### config.mk
export PLATFORM = sky130hd
export DESIGN_NAME = ber_sweep_ctrl
export DESIGN_NICKNAME = d
export VERILOG_FILES = /design/src/rtl/modem_ctrl_pkg.sv /design/src/rtl/ber_sweep_ctrl_sat_cnt.sv /design/src/rtl/ber_sweep_ctrl.sv
export SDC_FILE = /design/constraint.sdc
export NUM_CORES = 1
export LEC_CHECK = 0
export ABC_AREA = 0
export CAP_MARGIN = 20
export CORE_ASPECT_RATIO = 1.5
export CORE_MARGIN = 1.5
export CORE_UTILIZATION = 25
export DETAILED_ROUTE_END_ITERATION = 8
export PLACE_DENSITY = 0.4
export SYNTH_ARGS = -nofsm -noshare
export SYNTH_HDL_FRONTEND = slang
export SYNTH_SLANG_ARGS = --single-unit
### constraint.sdc
create_clock -name clk_h -period 3.5 [get_ports clk_h]
set_input_delay 1.05 -clock clk_h [delete_from_list [all_inputs] [get_ports clk_h]]
set_output_delay 1.05 -clock clk_h [all_outputs]
set_load 0.1 [all_outputs]
### src/rtl/modem_ctrl_pkg.sv
// Shared types for the modem loopback test sequencer.
// State encoding, grid-point widths and the result record layout.
package modem_ctrl_pkg;

  localparam int SS_W  = 4;
  localparam int M_W   = 3;
  localparam int RES_W = 24;

  typedef enum logic [2:0] {
    S_IDLE    = 3'd0,
    S_APPLY   = 3'd1,
    S_SETTLE  = 3'd2,
    S_MEASURE = 3'd3,
    S_REPORT  = 3'd4,
    S_NEXT    = 3'd5,
    S_DONE    = 3'd6
  } state_t;

  typedef struct packed {
    logic [SS_W-1:0]  ss;
    logic [M_W-1:0]   m;
    logic [RES_W-1:0] bits;
    logic [RES_W-1:0] errs;
    logic             nolock;
  } res_t;

endpackage

### src/rtl/ber_sweep_ctrl_sat_cnt.sv
// Saturating up-counter with synchronous clear and count enable.
// Used for the bit, error and cycle counters of the sweep sequencer.
module sat_cnt #(
  parameter int W = 24
) (
  input  logic         clk,
  input  logic         rst,
  input  logic         clr,
  input  logic         en,
  output logic [W-1:0] q
);

  always_ff @(posedge clk) begin
    if (rst || clr) begin
      q <= '0;
    end else if (en && (q != '1)) begin
      q <= q + 1'b1;
    end
  end

endmodule

### src/rtl/ber_sweep_ctrl.sv
// BER sweep sequencer: walks the PHY over an (ss, m) grid, measures
// bits/errors per point and hands one result record per point downstream.
module ber_sweep_ctrl
  import modem_ctrl_pkg::*;
#(
  parameter int CNT_W   = 24,
  parameter int RST_CYC = 16,
  parameter int LOCK_TO = 65535
) (
  input  logic             clk_h,
  input  logic             rst,
  input  logic             start,
  input  logic             abort,
  input  logic [3:0]       ss_first,
  input  logic [3:0]       ss_last,
  input  logic [2:0]       m_first,
  input  logic [2:0]       m_last,
  input  logic [CNT_W-1:0] n_bits,
  input  logic             chk_val,
  input  logic             chk_err,
  input  logic             chk_lock,
  output logic [3:0]       ss_out,
  output logic [2:0]       m_out,
  output logic             phy_rst_n,
  output logic             busy,
  output logic             done,
  output logic             res_valid,
  input  logic             res_ready,
  output logic [3:0]       res_ss,
  output logic [2:0]       res_m,
  output logic [CNT_W-1:0] res_bits,
  output logic [CNT_W-1:0] res_errs,
  output logic             res_nolock
);

  localparam logic [CNT_W-1:0] RST_LAST = CNT_W'(RST_CYC - 1);
  localparam logic [CNT_W-1:0] TO_LAST  = CNT_W'(LOCK_TO - 1);

  state_t st, nxt;

  logic [SS_W-1:0]  ss_lo, ss_hi, adv_ss;
  logic [M_W-1:0]   m_lo, m_hi, adv_m;
  logic [CNT_W-1:0] nb, tmr, bits, errs, errs_fin;
  logic             go, last, tmr_clr, tmr_en;
  logic             meas_clr, bits_en, errs_en;
  res_t             rec;

  assign go   = start && (st == S_IDLE || st == S_DONE);
  assign last = (m_out == m_hi) && (ss_out == ss_hi);

  // Timer restarts on every state change; only APPLY/SETTLE use it.
  assign tmr_clr  = (nxt != st);
  assign tmr_en   = (st == S_APPLY) || (st == S_SETTLE);
  assign meas_clr = (st != S_MEASURE);
  assign bits_en  = (st == S_MEASURE) && chk_val;
  assign errs_en  = bits_en && chk_err;

  assign errs_fin = (chk_err && errs != '1) ? errs + 1'b1 : errs;

  sat_cnt #(.W(CNT_W)) u_tmr (
    .clk (clk_h),
    .rst (rst),
    .clr (tmr_clr),
    .en  (tmr_en),
    .q   (tmr)
  );

  sat_cnt #(.W(CNT_W)) u_bits (
    .clk (clk_h),
    .rst (rst),
    .clr (meas_clr),
    .en  (bits_en),
    .q   (bits)
  );

  sat_cnt #(.W(CNT_W)) u_errs (
    .clk (clk_h),
    .rst (rst),
    .clr (meas_clr),
    .en  (errs_en),
    .q   (errs)
  );

  always_comb begin
    adv_ss = ss_out;
    adv_m  = m_out + 1'b1;
    if (m_out == m_hi) begin
      adv_m  = m_lo;
      adv_ss = ss_out + 1'b1;
    end
  end

  always_comb begin
    nxt = st;
    if (abort) begin
      nxt = S_IDLE;
    end else begin
      unique case (st)
        S_IDLE, S_DONE: if (start) nxt = S_APPLY;
        S_APPLY:        if (tmr == RST_LAST) nxt = S_SETTLE;
        S_SETTLE: begin
          if (chk_lock) nxt = S_MEASURE;
          else if (tmr == TO_LAST) nxt = S_REPORT;
        end
        S_MEASURE: begin
          if (chk_val && bits == nb - 1'b1) nxt = S_REPORT;
        end
        S_REPORT:       if (res_ready) nxt = S_NEXT;
        S_NEXT:         nxt = last ? S_DONE : S_APPLY;
        default:        nxt = S_IDLE;
      endcase
    end
  end

  always_ff @(posedge clk_h) begin
    if (rst) begin
      st        <= S_IDLE;
      ss_out    <= '0;
      m_out     <= '0;
      phy_rst_n <= 1'b0;
      busy      <= 1'b0;
      done      <= 1'b0;
      res_valid <= 1'b0;
      rec       <= '0;
      ss_lo     <= '0;
      ss_hi     <= '0;
      m_lo      <= '0;
      m_hi      <= '0;
      nb        <= '0;
    end else begin
      st        <= nxt;
      phy_rst_n <= !(nxt == S_IDLE || nxt == S_APPLY);
      busy      <= !(nxt == S_IDLE || nxt == S_DONE);
      done      <= (nxt == S_DONE);
      if (nxt == S_IDLE) begin
        ss_out    <= '0;
        m_out     <= '0;
        res_valid <= 1'b0;
        rec       <= '0;
      end else begin
        if (go) begin
          ss_lo  <= ss_first;
          ss_hi  <= (ss_first > ss_last) ? ss_first : ss_last;
          m_lo   <= m_first;
          m_hi   <= (m_first > m_last) ? m_first : m_last;
          nb     <= (n_bits == '0) ? CNT_W'(1) : n_bits;
          ss_out <= ss_first;
          m_out  <= m_first;
        end else if (st == S_NEXT && nxt == S_APPLY) begin
          ss_out <= adv_ss;
          m_out  <= adv_m;
        end
        // Snapshot the record once on REPORT entry; it stays frozen.
        if (nxt == S_REPORT && st != S_REPORT) begin
          res_valid  <= 1'b1;
          rec.ss     <= ss_out;
          rec.m      <= m_out;
          rec.nolock <= (st == S_SETTLE);
          rec.bits   <= (st == S_SETTLE) ? '0 : RES_W'(nb);
          rec.errs   <= (st == S_SETTLE) ? '0 : RES_W'(errs_fin);
        end else if (nxt != S_REPORT) begin
          res_valid <= 1'b0;
        end
      end
    end
  end

  assign res_ss     = rec.ss;
  assign res_m      = rec.m;
  assign res_bits   = rec.bits[CNT_W-1:0];
  assign res_errs   = rec.errs[CNT_W-1:0];
  assign res_nolock = rec.nolock;

endmodule

# [After elaboration in Yosys (flattened, before gate mapping)]
# Cells that the tools add are included.
[totals] regBits=176 input_bits=46 out_inout_bits=67 elab_cells=101
[classes] add_sub_neg=6 order_cmp=2 eq_ne=21 muxes=23 n_bitwise=1 n_reduce_logical=29
[op_table] cell="$mux 24" count=4
[op_table] cell="$add 24x1->24 const B" count=3
[op_table] cell="$ne 24x24->1 const B" count=3
[op_table] cell="$mux 3" count=12
[op_table] cell="$eq 24x16->1 const B" count=1
[op_table] cell="$eq 24x24->1" count=1
[op_table] cell="$eq 24x4->1 const B" count=1
[op_table] cell="$logic_not 24->1" count=1
[op_table] cell="$sub 24x1->24 const B" count=1
[op_table] cell="$pmux 3 s6" count=1
[op_table] cell="$mux 4" count=4
[op_table] cell="$eq 3x3->1 const B" count=5
[op_table] cell="$logic_and 1x1->1" count=11
[op_table] cell="$eq 3x1->1 const B" count=2
[op_table] cell="$eq 3x2->1 const B" count=2
[op_table] cell="$logic_not 3->1" count=2
[op_table] cell="$logic_or 1x1->1" count=6
[op_table] cell="$ne 3x3->1 const B" count=2
[op_table] cell="$reduce_bool 2->1" count=3
[op_table] cell="$add 4x1->4 const B" count=1
[op_table] cell="$eq 4x4->1" count=1
[op_table] cell="$gt 4x4->1" count=1
[op_table] cell="$reduce_and 2->1" count=2
[op_table] cell="$reduce_or 2->1" count=2
[op_table] cell="other kinds (8)" count=10

# [Longest topological paths before layout]
[depth] ltp_word=10 depth_mapped=14 ltp_nobuf=10

# [By module]
# A second synthesis with hierarchy kept.
[hier_totals] hier_cells=1234 hier_area_um2=10119.7
[modules_own_cells] module="ber_sweep_ctrl" n_inst=1 cells_per_inst=802 area_each_um2=6351.1 seq_area_each_um2=2082.0
[modules_own_cells] module="sat_cnt" n_inst=3 cells_per_inst=144 area_each_um2=1256.2 seq_area_each_um2=480.5

# [Worst setup path after synthesis]
# OpenSTA, ideal clock, no wires.
[synth_path] kind="register to register" from="register nb[12]" to="register rec (netlist bit res_errs[11])" setup_ps=70 arrival_time_ps=3414 required_ps=3430 setup_slack_ps=15 stages_incl_launch_ff=14 path_cell_list="dfxtp_1 > buf_4 > or4_4 > buf_6 > or3_1 > buf_6 > nor4_4 > o2111ai_1 > or3_1 > buf_6 > o31a_4 > buf_6 > or4_1 > a21oi_1"
[synth_between] elab_chain_cells=8 elab_cells_between_ends=10 cone_classes="add/sub (1); eq/ne (2); mux (3); reduce/logical (4)"
[synth_rtl] item="start: declaration" line_no="ber_sweep_ctrl.sv:43" rtl="logic [CNT_W-1:0] nb, tmr, bits, errs, errs_fin;"
[synth_rtl] item="start signal: assignment" line_no="ber_sweep_ctrl.sv:146" rtl="nb <= (n_bits == '0) ? CNT_W'(1) : n_bits;"
[synth_rtl] item="$sub 24x1->24 (*)" line_no="ber_sweep_ctrl.sv:106" rtl="if (chk_val && bits == nb - 1'b1) nxt = S_REPORT;"
[synth_rtl] item="$eq 24x24->1 (*)" line_no="ber_sweep_ctrl.sv:106"
[synth_rtl] item="$logic_and 1x1->1 (*)" line_no="ber_sweep_ctrl.sv:106"
[synth_rtl] item="$mux 3 (*)" line_no="ber_sweep_ctrl.sv:106"
[synth_rtl] item="$pmux 3 s6 (*)" line_no="ber_sweep_ctrl.sv:98" rtl="unique case (st)"
[synth_rtl] item="$mux 3 (*)" line_no="ber_sweep_ctrl.sv:95" rtl="if (abort) begin"
[synth_rtl] item="$eq 3x3->1 or $logic_not 3->1 (tied branches)" line_no="ber_sweep_ctrl.sv:154, ber_sweep_ctrl.sv:135"
[synth_rtl] item="$logic_and 1x1->1 or $reduce_or 2->1 (tied branches)"
[synth_rtl] item="end: declaration" line_no="ber_sweep_ctrl.sv:46" rtl="res_t rec;"
# Mark *: on every way between the ends. The rest lies on a longest branch, timed or not.
# A chain may end at the register's enable or synchronous reset.

# [Worst setup path in the final report]
[layout_path] from="register nb[11]" to="register rec (netlist bit res_errs[16])"
# The elaborated chain is that of the path after synthesis.

==> summary.md <==
| Metric | Value |
|---|---|
| Die Ht | 238.4 µm |
| Setup Fix Bufs, Post-CTS | 0 |
| Min Tclk post-route | 3.363 ns |
| CP max FO | 10 |
| Worst Path Required | 3.89 ns |
| Sequential fraction of the synthesis area | 0.3814 |
| Yosys warns | 0 |
| Vias in the first global route | 8530 |
| IO Port Bufs | 112 |
| Fmax | 297.4 MHz |
| Clk slew on worst S/H paths | 0.07 ns |
| Hpwl dp | 23880 µm |
| Routed Antenna Nets | 0 |
| Routed wl met3 | 699 µm |
| Most used flip-flop cell after synthesis | dfxtp_1 |
| CTS tree | yes |
| Multi-input logic area | 0.005394 mm² |
| Fin. Hold Viols | 0 |
| Via Count | 8656 |
| Status | complete, no violations |
| Mapped Area | 0.009239 mm² |
| Hold Slack | 0.4567 ns |
| Critical path arrival | 3.75 ns |
| Setup Skew | 0.01189 ns |
| Fillers | 3950 |
| Cell Pwr Density | 396.2 mW/mm² |
| Grt ovf | 0 |
| Largest net degree at the start of global routing | 49 |
| # IOs | 113 |
| Row count | 86 |
| Worst-Margin Slew | 1.007 ns |
| Die ar. | 0.03814 mm² |
| Fin Setup TNS | 0 ns |
| CP max-delay cell | or4_4 |
| CP peak stage delay | 0.54 ns |
| Drt pass-1 iters | 5 |
| H-tree Lvls | 4 |
| CP Capture Type | flop |
| GRT Overall Usage | 0.1666 |
| Area Growth Syn to Fin | 28.56% |
| RSZ-0062 raised after global routing | false |
| Final worst-path cycle share | 0.9608 |
| Synth Instances | 1158 |
| Crit path kind | flop to flop |
| Number of flops mapped to enable cells by yosys | 0 |
| Syn avg cell area | 7.978 µm² |
| Skew-Pair Late Insertion Delay | 0.45 ns |
| WL met1 | 13600 µm |
| Clk buf depth | 2 |
| Layout Utilization | 0.3247 |
| Routed WL per cell | 17.56 µm |
| Met2 wire length | 16820 µm |
| Slew HR | 0.3287 |
| Diodes inserted | 0 |
| Kind of start point of the critical path | flop |
| First-pass GRT wire length | 49050 µm |
| Vias per Instance | 4.812 |
| Num CTS Buffers | 17 |
| Yosys cell types | 65 |
| Gpl congestion | 0.8237 |
| Die span in x | 160.0 µm |
| Post-synthesis async set-or-reset flop share | 0 |
| Initial Util | 0.2525 |
| Slew Viols, Final | 0 |
| Post-Route WL | 31580 µm |
| CTS Sinks | 176 |
| Initial antenna violation count | 1 |
| CP cell instances | or4_4, buf_4, nor4_1, xnor2_1, nor3b_2, nand4_1, buf_6, o31a_4, or4_1, a21oi_2 |
| Synth Register Bits | 176 |
| FF/Latch Area | 0.003523 mm² |
| Top Metal Used | met5 |
| Share of layout cells above drive strength 1 | 0.1627 |
| # setup viols final | 0 |
| Syn_nets | 1218 |
| Drc violations | 0 |
| Root Buffer Master | clkbuf_16 |
| Layout net count | 1362 |
| HP Class | flop to flop |
| Detailed router's first-iteration violation count | 507 |
| Core area | 0.03659 mm² |
| Hold-fix buffers at CTS | 0 |
| VDD IR-drop max | 342.2 µV |
| Max-cap violation count | 0 |
| P_leak | 0.004213 µW |
## flip-flops by register name (all words and copies together), names as in the netlist
name and flops:
ss_hi 4, done 1, u_tmr.q 24, phy_rst_n 1, nb 24, res_errs 24, m_out 3, res_bits 24
u_bits.q 24, m_lo 3, ss_out 4, st 3, res_m 3, res_valid 1, busy 1, res_nolock 1
res_ss 4, m_hi 3, u_errs.q 24
## final timing paths
kind,startpoint,to,slack [ns],cells past startpoint
max,nb[11],res_errs[16],0.14,10
min,m_lo[1],m_lo[1],0.46,2
max reg2reg,nb[11],res_errs[16],0.14,10
min reg2reg,m_lo[1],m_lo[1],0.46,2
## power by group
group	total, µW	internal [µW]	switching, µW	leakage, µW
registers	2060	2030	29.5	0.00142
clock network	2070	1190	884	0.000293
logic	580	257	323	0.00250
total	4710	3470	1240	0.00421
## area by class of cell
cell class | instances | share of cell area
timing repair buffer | 198 | 0.1381
sequential | 176 | 0.2966
clock inverter | 11 | 0.01296
clock buffer | 21 | 0.03961
multi-input combinational | 885 | 0.4541
inverter | 24 | 0.007585
tap | 484 | 0.05099
## synth_stat cells, types with 13 or more instances
library cell,n,area (µm²)
or4_1,26,195.2
or3_1,15,93.84
xor2_1,70,613.1
nor2_1,121,454.2
clkbuf_1,63,236.5
dfxtp_1,176,3523
o21ai_0,76,380.4
nand2_1,110,412.9
a211oi_1,17,127.6
nor3_1,21,105.1
xnor2_1,53,464.2
nand3_1,63,315.3
a21oi_1,108,540.5
nand4_1,34,212.7
inv_1,24,90.09
and3_1,13,81.33
nor4_1,26,162.7
ha_1,14,175.2
## routing by layer
layer,track usage,vias up
met5,0,-
met4,0.04984,2
met3,0.02451,22
met2,0.3125,106
met1,0.1934,4118
li1,-,4408
## cells by family after synthesis
family,Yosys count,share of synthesized area
AOI/OAI and AO/OA,249,0.1574
and+or+nand+nor,484,0.2649
buffers and inverters,99,0.04537
adders and majority gates,14,0.01896
muxes,12,0.01300
DFF,176,0.3814
xor gates and xnor gates,124,0.1190
## what timing repair did
action | in CTS | in global routing
endpoints found under the setup margin | 4 | 50
pin swaps | 2 | 5
cloned | 1 | 1
gates resized for setup | 3 | 14
## metrics by stage
step / power (µW) / worst slack (ns) / std cells / cell area, µm²
floorplan: 2428 / 0.01511 / 1158 / 9239
global placement: 2668 / 0.05001 / 1765 / 11150
detailed placement: 2667 / -0.003046 / 1765 / 11150
CTS: 4765 / 0.01798 / 1798 / 11800
global route: 4891 / 0.01238 / 1799 / 11880
finish: 4706 / 0.1373 / 1799 / 11880
## cell usage in the layout (no fill, tap or decap), types with 13 or more instances in the layout
cell	Yosys	final
xnor2_1	53	53
nor2_1	121	120
nand2_1	110	110
clkbuf_16	0	17
clkdlybuf4s50_1	0	45
inv_1	24	24
o21ai_0	76	76
nand4_1	34	34
xor2_1	70	70
nor3_1	21	21
a21oi_1	108	105
or4_1	26	25
nand3_1	63	63
ha_1	14	13
nor4_1	26	25
a211oi_1	17	17
and3_1	13	13
buf_4	2	149
dfxtp_1	176	176
## critical path, delay by kind of cell (launching register included)
| family | cells | cell delay [ns] |
|---|---|---|
| buffers and inverters | 2 | 0.37 |
| XOR/XNOR | 1 | 0.21 |
| flip-flops | 1 | 0.32 |
| AND/OR/NAND/NOR | 5 | 1.84 |
| AO/OA/AOI/OAI | 2 | 0.55 |
Power figures use the tool's default switching activity.
